--- config.mk ---
export PLATFORM = sky130hd
export DESIGN_NAME = configs_loader
export DESIGN_NICKNAME = d
export VERILOG_FILES = /design/src/rtl/configs_loader.sv
export SDC_FILE = /design/constraint.sdc
export NUM_CORES = 1
export LEC_CHECK = 0
export CORE_MARGIN = 3
export CORE_UTILIZATION = 45
export DETAILED_ROUTE_END_ITERATION = 16
export PLACE_DENSITY = 0.79
export SYNTH_ARGS = -nofsm -noshare
export SYNTH_HDL_FRONTEND = slang
export SYNTH_SLANG_ARGS = --single-unit
export TNS_END_PERCENT = 20
--- constraint.sdc ---
create_clock -name clk -period 4.9 [get_ports clk]
set_clock_uncertainty 0.15 [all_clocks]
set_input_delay 0.49 -clock clk [delete_from_list [all_inputs] [get_ports clk]]
set_output_delay 0.49 -clock clk [all_outputs]
set_load 0.02 [all_outputs]
--- src/rtl/configs_loader.sv ---
// Serial-to-parallel loader for the per-tile configuration latch bank.
// Assembles serial config bits into words and pulses one latch enable per word with a hold guard.
module configs_loader #(
   parameter int WORD_W    = 32,
   parameter int NUM_WORDS = 10,
   parameter int IDX_W     = 4,
   parameter int CNT_W     = 5
) (
   input  logic                 clk,
   input  logic                 reset,
   input  logic                 io_start,
   input  logic                 io_cfg_in,
   input  logic                 io_cfg_valid,
   output logic                 io_cfg_ready,
   output logic [WORD_W-1:0]    io_d_out,
   output logic [NUM_WORDS-1:0] io_configs_en,
   output logic [IDX_W-1:0]     io_word_idx,
   output logic                 io_busy,
   output logic                 io_done
);

   localparam logic [2:0] ST_IDLE  = 3'd0;
   localparam logic [2:0] ST_SHIFT = 3'd1;
   localparam logic [2:0] ST_WRITE = 3'd2;
   localparam logic [2:0] ST_HOLD  = 3'd3;
   localparam logic [2:0] ST_DONE  = 3'd4;

   logic [2:0]           state_q, state_d;
   logic [WORD_W-1:0]    shift_q, shift_d;
   logic [CNT_W-1:0]     bit_cnt_q, bit_cnt_d;
   logic [IDX_W-1:0]     word_idx_q, word_idx_d;
   logic [WORD_W-1:0]    d_out_q, d_out_d;
   logic [NUM_WORDS-1:0] en_q, en_d;
   logic                 ready_q, ready_d;
   logic                 busy_q, busy_d;
   logic                 done_q, done_d;
   logic [WORD_W-1:0]    shifted;

   assign shifted = {io_cfg_in, shift_q[WORD_W-1:1]};

   always_comb begin
      state_d    = state_q;
      shift_d    = shift_q;
      bit_cnt_d  = bit_cnt_q;
      word_idx_d = word_idx_q;
      d_out_d    = d_out_q;
      en_d       = '0;
      case (state_q)
         ST_IDLE, ST_DONE: begin
            if (io_start) begin
               state_d    = ST_SHIFT;
               shift_d    = '0;
               bit_cnt_d  = '0;
               word_idx_d = '0;
            end
         end
         ST_SHIFT: begin
            if (io_cfg_valid && ready_q) begin
               shift_d = shifted;
               if (bit_cnt_q == CNT_W'(WORD_W - 1)) begin
                  // Data and enable launch on the same edge; the latch sees a settled word.
                  state_d   = ST_WRITE;
                  d_out_d   = shifted;
                  en_d      = NUM_WORDS'(1) << word_idx_q;
                  bit_cnt_d = '0;
               end else begin
                  bit_cnt_d = bit_cnt_q + CNT_W'(1);
               end
            end
         end
         ST_WRITE: begin
            state_d = ST_HOLD;
         end
         ST_HOLD: begin
            if (word_idx_q == IDX_W'(NUM_WORDS - 1)) begin
               state_d = ST_DONE;
            end else begin
               state_d    = ST_SHIFT;
               word_idx_d = word_idx_q + IDX_W'(1);
               bit_cnt_d  = '0;
            end
         end
         default: begin
            state_d = ST_IDLE;
         end
      endcase
      ready_d = (state_d == ST_SHIFT);
      busy_d  = (state_d == ST_SHIFT) || (state_d == ST_WRITE) || (state_d == ST_HOLD);
      done_d  = (state_d == ST_DONE);
   end

   always_ff @(posedge clk) begin
      if (!reset) begin
         state_q    <= ST_IDLE;
         shift_q    <= '0;
         bit_cnt_q  <= '0;
         word_idx_q <= '0;
         d_out_q    <= '0;
         en_q       <= '0;
         ready_q    <= 1'b0;
         busy_q     <= 1'b0;
         done_q     <= 1'b0;
      end else begin
         state_q    <= state_d;
         shift_q    <= shift_d;
         bit_cnt_q  <= bit_cnt_d;
         word_idx_q <= word_idx_d;
         d_out_q    <= d_out_d;
         en_q       <= en_d;
         ready_q    <= ready_d;
         busy_q     <= busy_d;
         done_q     <= done_d;
      end
   end

   assign io_cfg_ready  = ready_q;
   assign io_d_out      = d_out_q;
   assign io_configs_en = en_q;
   assign io_word_idx   = word_idx_q;
   assign io_busy       = busy_q;
   assign io_done       = done_q;

endmodule
Yosys cells after proc, flatten, opt, wreduce, memory -nomap -nowiden
Cells that the tools add are included.
{"block": "totals", "inputBits": 5, "elab_cells": 54, "reg_bits": 89}
{"block": "classes", "muxes": 16, "shift": 1, "eq_ne": 13, "reduce_logical": 13, "add_sub_neg": 2}
{"op": "two-way mux 32 bit", "n": 2}
{"op": "one-hot mux 32 bit (2 select lines)", "n": 1}
{"op": "two-way mux 5 bit", "n": 4}
{"op": "one-hot mux 5 bit (3 select lines)", "n": 1}
{"op": "equality test 3 x 2 -> 1 bit (second input constant)", "n": 4}
{"op": "two-way mux 3 bit", "n": 4}
{"op": "one-hot mux 3 bit (4 select lines)", "n": 1}
{"op": "left shift 1 x 4 -> 10 bit (first input constant)", "n": 1}
{"op": "AND reduction 3 bit", "n": 3}
{"op": "two-way mux 4 bit", "n": 2}
{"op": "one-hot mux 4 bit (2 select lines)", "n": 1}
{"op": "AND reduction 4 bit", "n": 2}
{"op": "equality test 3 x 1 -> 1 bit (second input constant)", "n": 2}
{"op": "equality test 3 bit (second input constant)", "n": 2}
{"op": "!= test 2 bit (second input constant)", "n": 3}
{"op": "adder 5 x 1 -> 5 bit (second input constant)", "n": 1}
{"op": "equality test 5 bit (second input constant)", "n": 1}
{"op": "adder 4 x 1 -> 4 bit (second input constant)", "n": 1}
{"op": "equality test 4 bit (second input constant)", "n": 1}
{"op": "nonzero test 2 bit", "n": 2}
{"op": "logical NOT 3 bit", "n": 1}
{"op": "nonzero test 3 bit", "n": 1}
{"op": "logical OR 1 bit", "n": 2}
{"op": "OR reduction 2 bit", "n": 1}
{"op": "logical AND 1 bit", "n": 1}

Logic depth before layout (Yosys ltp)
Gate-level depths: netlist (run 1).
{"block": "depth", "ltp_word": 7, "mapped_depth": 9, "depth_no_buf": 7}

Worst setup path after synthesis (run 1)
No wires, ideal clock.
{"block": "synth_path", "path_type": "register -> register", "startpoint": "reg bit_cnt_q[0]", "endpoint": "reg d_out_q[10], in the netlist io_d_out[10]", "t_required_ns": 4.618, "path_buffers": 2, "arrival_ns": 1.622, "setup_time_ns": 0.132, "stages_incl_launch_ff": 10, "path_slack_ns": 2.996, "period_less_slack_ns": 1.904, "cell_sequence": "dfxtp_1 -> ha_1 -> and3_1 -> ha_1 -> and3_1 -> and2_1 -> buf_4 -> buf_4 -> nand2_1 -> a21oi_1"}
{"block": "synth_via", "elab_chain_cells": 2}
{"element": "start: declaration", "line_no": "30", "source": "logic [CNT_W-1:0] bit_cnt_q, bit_cnt_d;"}
{"element": "start signal: assignment", "line_no": "106", "source": "bit_cnt_q <= bit_cnt_d;"}
{"element": "equality test 5 bit", "line_no": "60", "source": "if (bit_cnt_q == CNT_W'(WORD_W - 1)) begin"}
{"element": "AND reduction 3 bit (no source line)"}
{"element": "end signal: assignment", "line_no": "108", "source": "d_out_q <= d_out_d;"}
{"element": "end: declaration", "line_no": "32", "source": "logic [WORD_W-1:0] d_out_q, d_out_d;"}
No other way between the ends.
A chain may end at the register's enable or synchronous reset.

Worst setup path in the final report (run 1)
{"block": "layout_path", "startpoint": "reg bit_cnt_q[0]", "endpoint": "reg en_q[8], in the netlist io_configs_en[8]"}
{"block": "layout_via", "elab_chain_cells": 2}
{"element": "equality test 5 bit", "line_no": "60"}
{"element": "AND reduction 4 bit (no source line)"}
{"element": "end signal: assignment", "line_no": "109", "source": "en_q <= en_d;"}
{"element": "end: declaration", "line_no": "33", "source": "logic [NUM_WORDS-1:0] en_q, en_d;"}
No other way between the ends.

==> impl_metrics.ini, run 1 <==
[clock_tree]
clk_path_buf_depth = 2
cts_tree = done
root_buffer = clkbuf_8
cts.sinks = 88
worst_skew_pair.late_latency_ns = 0.34
cts_hold_buf = 0
clk_pin_slew_ns = 0.08
numCtsBuffers = 9
h-tree-depth = 3
cts_setup_buffers = 0
post_cts_resized = 0

[yosys]
synth_edf_count = 0
synth_largest_area_cell = dfxtp_1
ys_warn_count = 0
avgSynthCellArea_um2 = 9.62
synth_area_mm2 = 0.00316
syn_inst = 328
synth.distinct_cells = 39
synth-seq-area-share = 0.558
synth-seq-cells = 88
synthFlopType = dfxtp_1
synth_top_area_frac = 0.558
async_flop_share = 0
synth_commonest_cells = dfxtp_1 (88), nand2_1 (70), a21oi_1 (38)
syn_nets = 339
synth_most_common_cell = dfxtp_1
synthTopCellsByArea = dfxtp_1 (56%), a22o_1 (9.4%), nand2_1 (8.3%), a21oi_1 (6.0%), ha_1 (2.4%)

[floorplan]
io_pins = 54
initial_core_util = 0.481
rows = 29
die-area_mm2 = 0.00806
die_h_um = 89.8
core_mm2 = 0.00657
die_x_um = 89.8

[routing]
drc = 0
drtIter0Drc = 170
dr_total_vias = 2403
drt_wl_total_um = 6020
wl_per_cell_um = 12.8
ant_nets = 0
routed_via_density = 5.12
dr.pass1.iters = 4

[sta]
maxSlewHeadroom = 0.306
final.setup.tns_ns = 0
rsz0062_at_grt = no
setup_viol = 0
worst_slew_pin_slew_ns = 1.04
slew_violations = 0
fin_ws_ns = 2.37
hold_viol_final = 0
finalCritPeriodShare = 0.517
finalCriticalPeriod_ns = 2.53
max_freq_mhz = 395

[run]
max-cap-violations = 0

[hold_path]
whs_path_depth = 2
holdCritPathClass = register to register

[critical_path]
worst_setup_path_end_kind = register
critical_path_required_ns = 5.01
r2r_cells = 8
cp_cell_sequence = ha_1, and3_1, ha_1, and3_1, and2_1, buf_4, nand3_1, nor3b_1
start_kind = register
rrSetupSlack_ns = 2.37
critical_path_class = register to register
r2r_start = bit_cnt_q[0]$_SDFFE_PN0P_
cpPeakStageDelay_ns = 0.39
cp_slowest_cell = and2_1
worst_ep_arrival_time_ns = 2.64
r2r_end = io_configs_en[8]$_SDFF_PN0_
crit_path_end = io_configs_en[8]$_SDFF_PN0_
crit_fanout = 26
cp-startpoint = bit_cnt_q[0]$_SDFFE_PN0P_

[power]
p_sw_frac = 0.209
p_comb_frac = 0.032
power.switching_mw = 0.274
power-per-cell-area_mw_per_mm2 = 334
ir_drop_mv = 0.192
internal_power_mw = 1.04
power_leakage_nw = 1.40
seqPwrFrac = 0.551
pwr-share-clk = 0.417

[layout]
nFillCells = 566
antennaDiodeCount = 0
nets = 382
drive_gt1_frac = 0.0638
area_growth_pct = 24.4

[global_routing]
grt_pass1_vias = 2311
track_usage = 0.156
antenna_found_initial = 0
overflow = 0
grt_pass1_wl_um = 10600
grt_start_max_net_pins = 40

[place]
gp_congestion = 0.817
dp_hpwl_um = 3840
port_buffers = 53
preCtsSetupSlack_ns = 2.29

[outcome]
status = finished, final reports clean
-- cell families (layout without fill, tap and decap cells) --
kind of cell             count (synthesis)  count (layout)  synth area share
multiplexers                             2               2           0.00713
AO/OA/AOI/OAI                           79              79             0.178
flip-flops                              88              88             0.558
XOR/XNOR                                 2               2           0.00555
AND/OR/NAND/NOR                        124             124             0.185
buffers and inverters                   27              75            0.0428
adder cells (fa/ha/maj)                  6               6            0.0238
-- registers in the layout, summed over array words and instances (netlist names) --
register and cells:
io_d_out 32, shift_q 31, io_configs_en 10, bit_cnt_q 5, io_word_idx 4, state_q 3
io_busy 1, io_cfg_ready 1, io_done 1
-- power groups by stage --
stage,clock network (mW),registers (mW),logic (mW)
6_report,0.547,0.723,0.0414
5_1_grt,0.586,0.724,0.0455
4_1_cts,0.558,0.723,0.0415
3_5_place_dp,0,0.740,0.0414
3_3_place_gp,0,0.740,0.0408
2_1_floorplan,0,0.739,0.0297
-- area by class of cell --
class	instances	area, µm²	area share
tap	93	116	0.0296
inverter	3	11.3	0.00287
clock inverter	4	77.6	0.0198
multi-input combinational	213	1260	0.321
clock buffer	12	145	0.0370
timing repair buffer	56	553	0.141
sequential	88	1760	0.449
-- cells in the final DEF, fill, tap and decap left out, types with 3 or more instances in the layout --
cell type,instances
ha_1,6
nand3_1,11
a22o_1,34
clkbuf_8,10
a21oi_1,38
dfxtp_1,88
buf_4,3
inv_1,3
nor3_1,8
nand2_1,70
nand2b_1,3
nor2_1,12
clkdlybuf4s50_1,53
-- how the worst min path moves through the flow --
stage / from / endpoint
after floorplan: shift_q[1]$_SDFFE_PN0P_ / io_d_out[0]$_SDFFE_PN0P_
after global placement: io_d_out[14]$_SDFFE_PN0P_ / io_d_out[14]$_SDFFE_PN0P_
after detailed placement: io_d_out[8]$_SDFFE_PN0P_ / io_d_out[8]$_SDFFE_PN0P_
after CTS: io_d_out[8]$_SDFFE_PN0P_ / io_d_out[8]$_SDFFE_PN0P_
after global routing: io_d_out[10]$_SDFFE_PN0P_ / io_d_out[10]$_SDFFE_PN0P_
final: io_d_out[13]$_SDFFE_PN0P_ / io_d_out[13]$_SDFFE_PN0P_
-- per-layer routing --
metal,track usage,part of all wire,up-vias,wire (µm)
li1,-,-,1225,-
met1,0.195,0.48,1109,2890
met2,0.254,0.45,59,2700
met3,0.0367,0.051,10,306
met4,0.0728,0.021,0,128
met5,0,0,-,0
-- per-stage QoR --
step / area, µm² / hold WS [ns] / std cells / utilization / total power, mW
6_report: 3930 / 0.307 / 469 / 0.598 / 1.31
5_1_grt: 3930 / 0.337 / 469 / 0.598 / 1.36
4_1_cts: 3930 / 0.309 / 469 / 0.598 / 1.32
3_5_place_dp: 3700 / 0.296 / 453 / 0.564 / 0.781
3_3_place_gp: 3700 / 0.295 / 453 / 0.564 / 0.780
2_1_floorplan: 3160 / 0.282 / 328 / - / 0.769
-- critical path: cells and delay by family (launching register included) --
kind | cells | cell delay, ns
and+or+nand+nor | 5 | 1.19
buffers and inverters | 1 | 0.35
DFF | 1 | 0.36
adders and majority gates | 2 | 0.40
Power figures use the tool's default switching activity.
==> run 2: changes to the inputs <==
Clock period 4.9 ns to 2.5 ns, I/O delays scaled along.
==> run 2 against run 1 <==
Via count up 3.0%. Critical path depth unchanged. Combinational power grew 120%. Highest routed layer unchanged. Core utilization stayed put. Sequential share of layout area did not move. Critical path type unchanged. Power grew 86%. Non-clock buffer count is 4 higher. Cell area did not move. First-iteration DRC count increased by 2.9%.
==> impl_metrics.ini, run 2 (synthesis results as in run 1) <==
[outcome]
status = finished, final reports clean

[clock_tree]
cts_tree = done
cts_setup_buffers = 0
worst_skew_pair.late_latency_ns = 0.35
h-tree-depth = 3
clk_path_buf_depth = 2
clk_pin_slew_ns = 0.08
cts_hold_buf = 0
post_cts_resized = 0
numCtsBuffers = 9
root_buffer = clkbuf_8
cts.sinks = 88

[layout]
drive_gt1_frac = 0.0763
mostFrequentLayoutCell = dfxtp_1
nFillCells = 570
final_cell_mix = dfxtp_1 (88), nand2_1 (70), clkdlybuf4s50_1 (53)
area_growth_pct = 24.4
nets = 386
antennaDiodeCount = 0
largest_reg_flops = 32

[global_routing]
antenna_found_initial = 0
grt_pass1_vias = 2384
track_usage = 0.160
grt_pass1_wl_um = 10700
overflow = 0
grt_start_max_net_pins = 39

[critical_path]
start_kind = register
worst_ep_arrival_time_ns = 2.40
cp_cell_sequence = ha_1, and3_1, ha_1, and3_1, and2_1, buf_4, nand2_1, a21oi_1
crit_family = simple AND/OR/NAND/NOR gates
r2r_start = bit_cnt_q[0]$_SDFFE_PN0P_
cp_slowest_cell = dfxtp_1
critical_path_required_ns = 2.64
worst_setup_path_end_kind = register
cpPeakStageDelay_ns = 0.37
worst-path-buf-inv = 1
cp.depth = 8
crit_fanout = 32
rrSetupSlack_ns = 0.23
r2r_end = io_d_out[18]$_SDFFE_PN0P_
r2r_cells = 8
critical_path_class = register to register

[power]
pwr-share-clk = 0.382
power_leakage_nw = 1.40
p_comb_frac = 0.037
internal_power_mw = 1.89
seqPwrFrac = 0.581
ir_drop_mv = 0.341
power-per-cell-area_mw_per_mm2 = 620
p_sw_frac = 0.224
power.switching_mw = 0.546

[sta]
max_freq_mhz = 441
worst_slew_pin_slew_ns = 0.383
finalCriticalPeriod_ns = 2.27
setup_viol = 0
rsz0062_at_grt = no
final.setup.tns_ns = 0
whs_ns = 0.307
maxSlewHeadroom = 0.741
fin_ws_ns = 0.234
slew_violations = 0
finalCritPeriodShare = 0.906
hold_viol_final = 0

[hold_path]
holdCritPathClass = register to register
hold_start = io_d_out[15]$_SDFFE_PN0P_
whs_endpoint = io_d_out[15]$_SDFFE_PN0P_
whs_path_depth = 2

[floorplan]
core_mm2 = 0.00657
die_x_um = 89.8
rows = 29
initial_core_util = 0.481
die_h_um = 89.8
die-area_mm2 = 0.00806
io_pins = 54

[place]
gp_congestion = 0.834
port_buffers = 53
dp_hpwl_um = 4110
preCtsSetupSlack_ns = 0.252

[run]
max-cap-violations = 0

[routing]
drt_wl_total_um = 6270
drc = 0
ant_nets = 0
wl_per_cell_um = 13.3
dr.pass1.iters = 4
dr_total_vias = 2474
drtIter0Drc = 175
routed_via_density = 5.23
run 2: cell count changes in the layout (fill, tap and decap cells not counted), moves of 2 or more:
cell,delta
bufinv_16,-2
clkinvlp_4,+2
clkbuf_8,+2
buf_4,+4
clkinv_4,-2
run 2: per-stage QoR:
stage / instance area, µm² / instances / util / power, mW
2_1_floorplan: 3160 / 328 / - / 1.51
3_3_place_gp: 3730 / 457 / 0.569 / 1.54
3_5_place_dp: 3730 / 457 / 0.569 / 1.54
4_1_cts: 3930 / 473 / 0.598 / 2.45
5_1_grt: 3930 / 473 / 0.598 / 2.53
6_report: 3930 / 473 / 0.598 / 2.43
run 2: worst register-to-register path: cells and delay by family (launching register included):
kind                     cells  cell delay (ns)
adder cells (fa/ha/maj)      2             0.41
flip-flops                   1             0.37
buffers and inverters        1             0.35
AND/OR/NAND/NOR              4             0.77
AO/OA/AOI/OAI                1             0.15
run 2: cell type report:
cell class | count | area [µm²] | area share
sequential | 88 | 1760 | 0.449
clock buffer | 13 | 169 | 0.0430
multi-input combinational | 213 | 1260 | 0.321
tap | 93 | 116 | 0.0296
timing repair buffer | 60 | 583 | 0.148
clock inverter | 3 | 23.8 | 0.00605
inverter | 3 | 11.3 | 0.00287
run 2: how the worst max path moves through the flow:
stage | startpoint | end
finish | bit_cnt_q[0]$_SDFFE_PN0P_ | io_d_out[18]$_SDFFE_PN0P_
global route | bit_cnt_q[0]$_SDFFE_PN0P_ | io_d_out[18]$_SDFFE_PN0P_
global placement | io_start | shift_q[22]$_SDFFE_PN0P_
CTS | bit_cnt_q[0]$_SDFFE_PN0P_ | io_d_out[18]$_SDFFE_PN0P_
detailed placement | bit_cnt_q[0]$_SDFFE_PN0P_ | io_d_out[18]$_SDFFE_PN0P_
floorplan | bit_cnt_q[0]$_SDFFE_PN0P_ | io_d_out[10]$_SDFFE_PN0P_
run 2: metal layers:
metal / track usage / wire [µm] / vias up
met1: 0.197 / 2920 / 1178
li1: - / - / 1232
met5: 0 / 0 / -
met2: 0.257 / 2910 / 55
met3: 0.0484 / 316 / 9
met4: 0.0728 / 120 / 0
run 2: power groups by stage:
stage | Sequential (mW) | Clock, mW | Combinational (mW)
global placement | 1.45 | 0 | 0.0891
global route | 1.42 | 1.01 | 0.0991
detailed placement | 1.45 | 0 | 0.0905
CTS | 1.41 | 0.950 | 0.0909
floorplan | 1.45 | 0 | 0.0581
finish | 1.41 | 0.930 | 0.0907
==> run 3: changes to the inputs <==
Settings changed: CORE_UTILIZATION 45 to 52, PLACE_DENSITY 0.79 to 0.88.
==> run 3 against run 2 <==
Sequential share of layout area increased by 0.26 points. Worst hold slack improved by 0.0026 ns. Routed wire length decreased by 0.54%. Maximum frequency increased by 2.0%. Sequential power about the same. Critical path type unchanged. Global-route usage increased by 2.6 points. Register-to-register slack improved by 0.04 ns. Cell count decreased by 4.7%. Worst setup slack improved by 0.043 ns. Combinational power decreased by 6.1%.
==> impl_metrics.ini, run 3 (synthesis results as in run 1) <==
[critical_path]
critical_path_class = register to register
worst_ep_arrival_time_ns = 2.35
start_kind = register
rrSetupSlack_ns = 0.28
r2r_start = bit_cnt_q[0]$_SDFFE_PN0P_
r2r_end = io_d_out[15]$_SDFFE_PN0P_
crit_path_end = io_d_out[15]$_SDFFE_PN0P_
crit_fanout = 32
cp-startpoint = bit_cnt_q[0]$_SDFFE_PN0P_
r2r_cells = 8
critical_path_required_ns = 2.63
worst_setup_path_end_kind = register

[power]
power.total_mw = 2.48
p_sw_frac = 0.222
pwr-share-clk = 0.395
seqPwrFrac = 0.571
ir_drop_mv = 0.397
internal_power_mw = 1.93
power.switching_mw = 0.551
power-per-cell-area_mw_per_mm2 = 636
power_leakage_nw = 1.41
p_comb_frac = 0.034

[run]
max-cap-violations = 0

[global_routing]
overflow = 0
grt_pass1_vias = 2318
track_usage = 0.186
grt_pass1_wl_um = 10700
antenna_found_initial = 0
grt_start_max_net_pins = 39

[clock_tree]
cts_hold_buf = 0
numCtsBuffers = 9
worst_skew_pair.late_latency_ns = 0.34
clk_path_buf_depth = 2
cts.sinks = 88
cts_tree = done
clk_pin_slew_ns = 0.09
h-tree-depth = 3
cts_setup_buffers = 0
post_cts_resized = 0
root_buffer = clkbuf_8

[routing]
routed_via_density = 5.55
dr_total_vias = 2503
wl_per_cell_um = 13.8
ant_nets = 0
dr.pass1.iters = 4
drc = 0
drt_wl_total_um = 6240
drtIter0Drc = 176

[layout]
area_growth_pct = 23.7
instances_no_fill = 451
nets = 385
fin_util = 0.688
largest_reg_flops = 32
antennaDiodeCount = 0
final_cell_mix = dfxtp_1 (88), nand2_1 (70), clkdlybuf4s50_1 (53)
stdcell_area_mm2 = 0.00391
mostFrequentLayoutCell = dfxtp_1
drive_gt1_frac = 0.0765

[sta]
fin_ws_ns = 0.277
hold_viol_final = 0
finalCritPeriodShare = 0.889
setup_viol = 0
maxSlewHeadroom = 0.658
worst_slew_pin_slew_ns = 0.512
whs_ns = 0.310
max_freq_mhz = 450
slew_violations = 0
rsz0062_at_grt = no
final.setup.tns_ns = 0
finalCriticalPeriod_ns = 2.22

[outcome]
status = finished, final reports clean

[floorplan]
initial_core_util = 0.556
io_pins = 54
rows = 27
die_h_um = 83.9
die-area_mm2 = 0.00704
die_x_um = 83.9
core_mm2 = 0.00568

[place]
preCtsSetupSlack_ns = 0.305
port_buffers = 53
dp_hpwl_um = 4070
dpl_cell_area_mm2 = 0.00370
gp_congestion = 0.797
dp.cells = 435

[hold_path]
holdCritPathClass = register to register
-- run 3: how the worst min path moves through the flow --
stage               depth (start not counted)                       from                   endpoint  slack (ns)
floorplan                                   1                  io_cfg_in   shift_q[31]$_SDFFE_PN0P_        0.23
finish                                      2  io_d_out[25]$_SDFFE_PN0P_  io_d_out[25]$_SDFFE_PN0P_        0.31
global route                                2  io_d_out[27]$_SDFFE_PN0P_  io_d_out[27]$_SDFFE_PN0P_        0.33
CTS                                         2  io_d_out[10]$_SDFFE_PN0P_  io_d_out[10]$_SDFFE_PN0P_        0.31
detailed placement                          2  io_d_out[21]$_SDFFE_PN0P_  io_d_out[21]$_SDFFE_PN0P_        0.30
global placement                            2  io_d_out[18]$_SDFFE_PN0P_  io_d_out[18]$_SDFFE_PN0P_        0.30
-- run 3: power by group through the flow --
stage | combinational, mW | sequential, mW | clock [mW]
finish | 0.0852 | 1.42 | 0.982
global placement | 0.0836 | 1.45 | 0
detailed placement | 0.0843 | 1.45 | 0
floorplan | 0.0581 | 1.45 | 0
global route | 0.0923 | 1.42 | 1.07
CTS | 0.0852 | 1.42 | 1.00
-- run 3: routing by layer --
metal | routed length (µm) | share of wire | track usage | vias up
met4 | 93 | 0.015 | 0.0746 | 0
met5 | 0 | 0 | 0 | -
li1 | - | - | - | 1224
met3 | 326 | 0.052 | 0.0444 | 10
met2 | 2990 | 0.48 | 0.304 | 80
met1 | 2830 | 0.45 | 0.234 | 1189
-- run 3: worst max-delay path, stage by stage (launching register included) --
cell and delay [ns]:
dfxtp_1 0.37, ha_1 0.19, and3_1 0.16, ha_1 0.19
and3_1 0.23, and2_1 0.26, buf_4 0.36, nand2_1 0.11
a21oi_1 0.14
-- run 3: final cells by class --
class                           instances  area [µm²]
Fill cell                             438        1770
Sequential cell                        88        1760
Multi-Input combinational cell        213        1260
Timing Repair Buffer                   59         576
Clock buffer                           10         138
Tap cell                               72        90.1
Clock inverter                          6        66.3
Inverter                                3        11.3
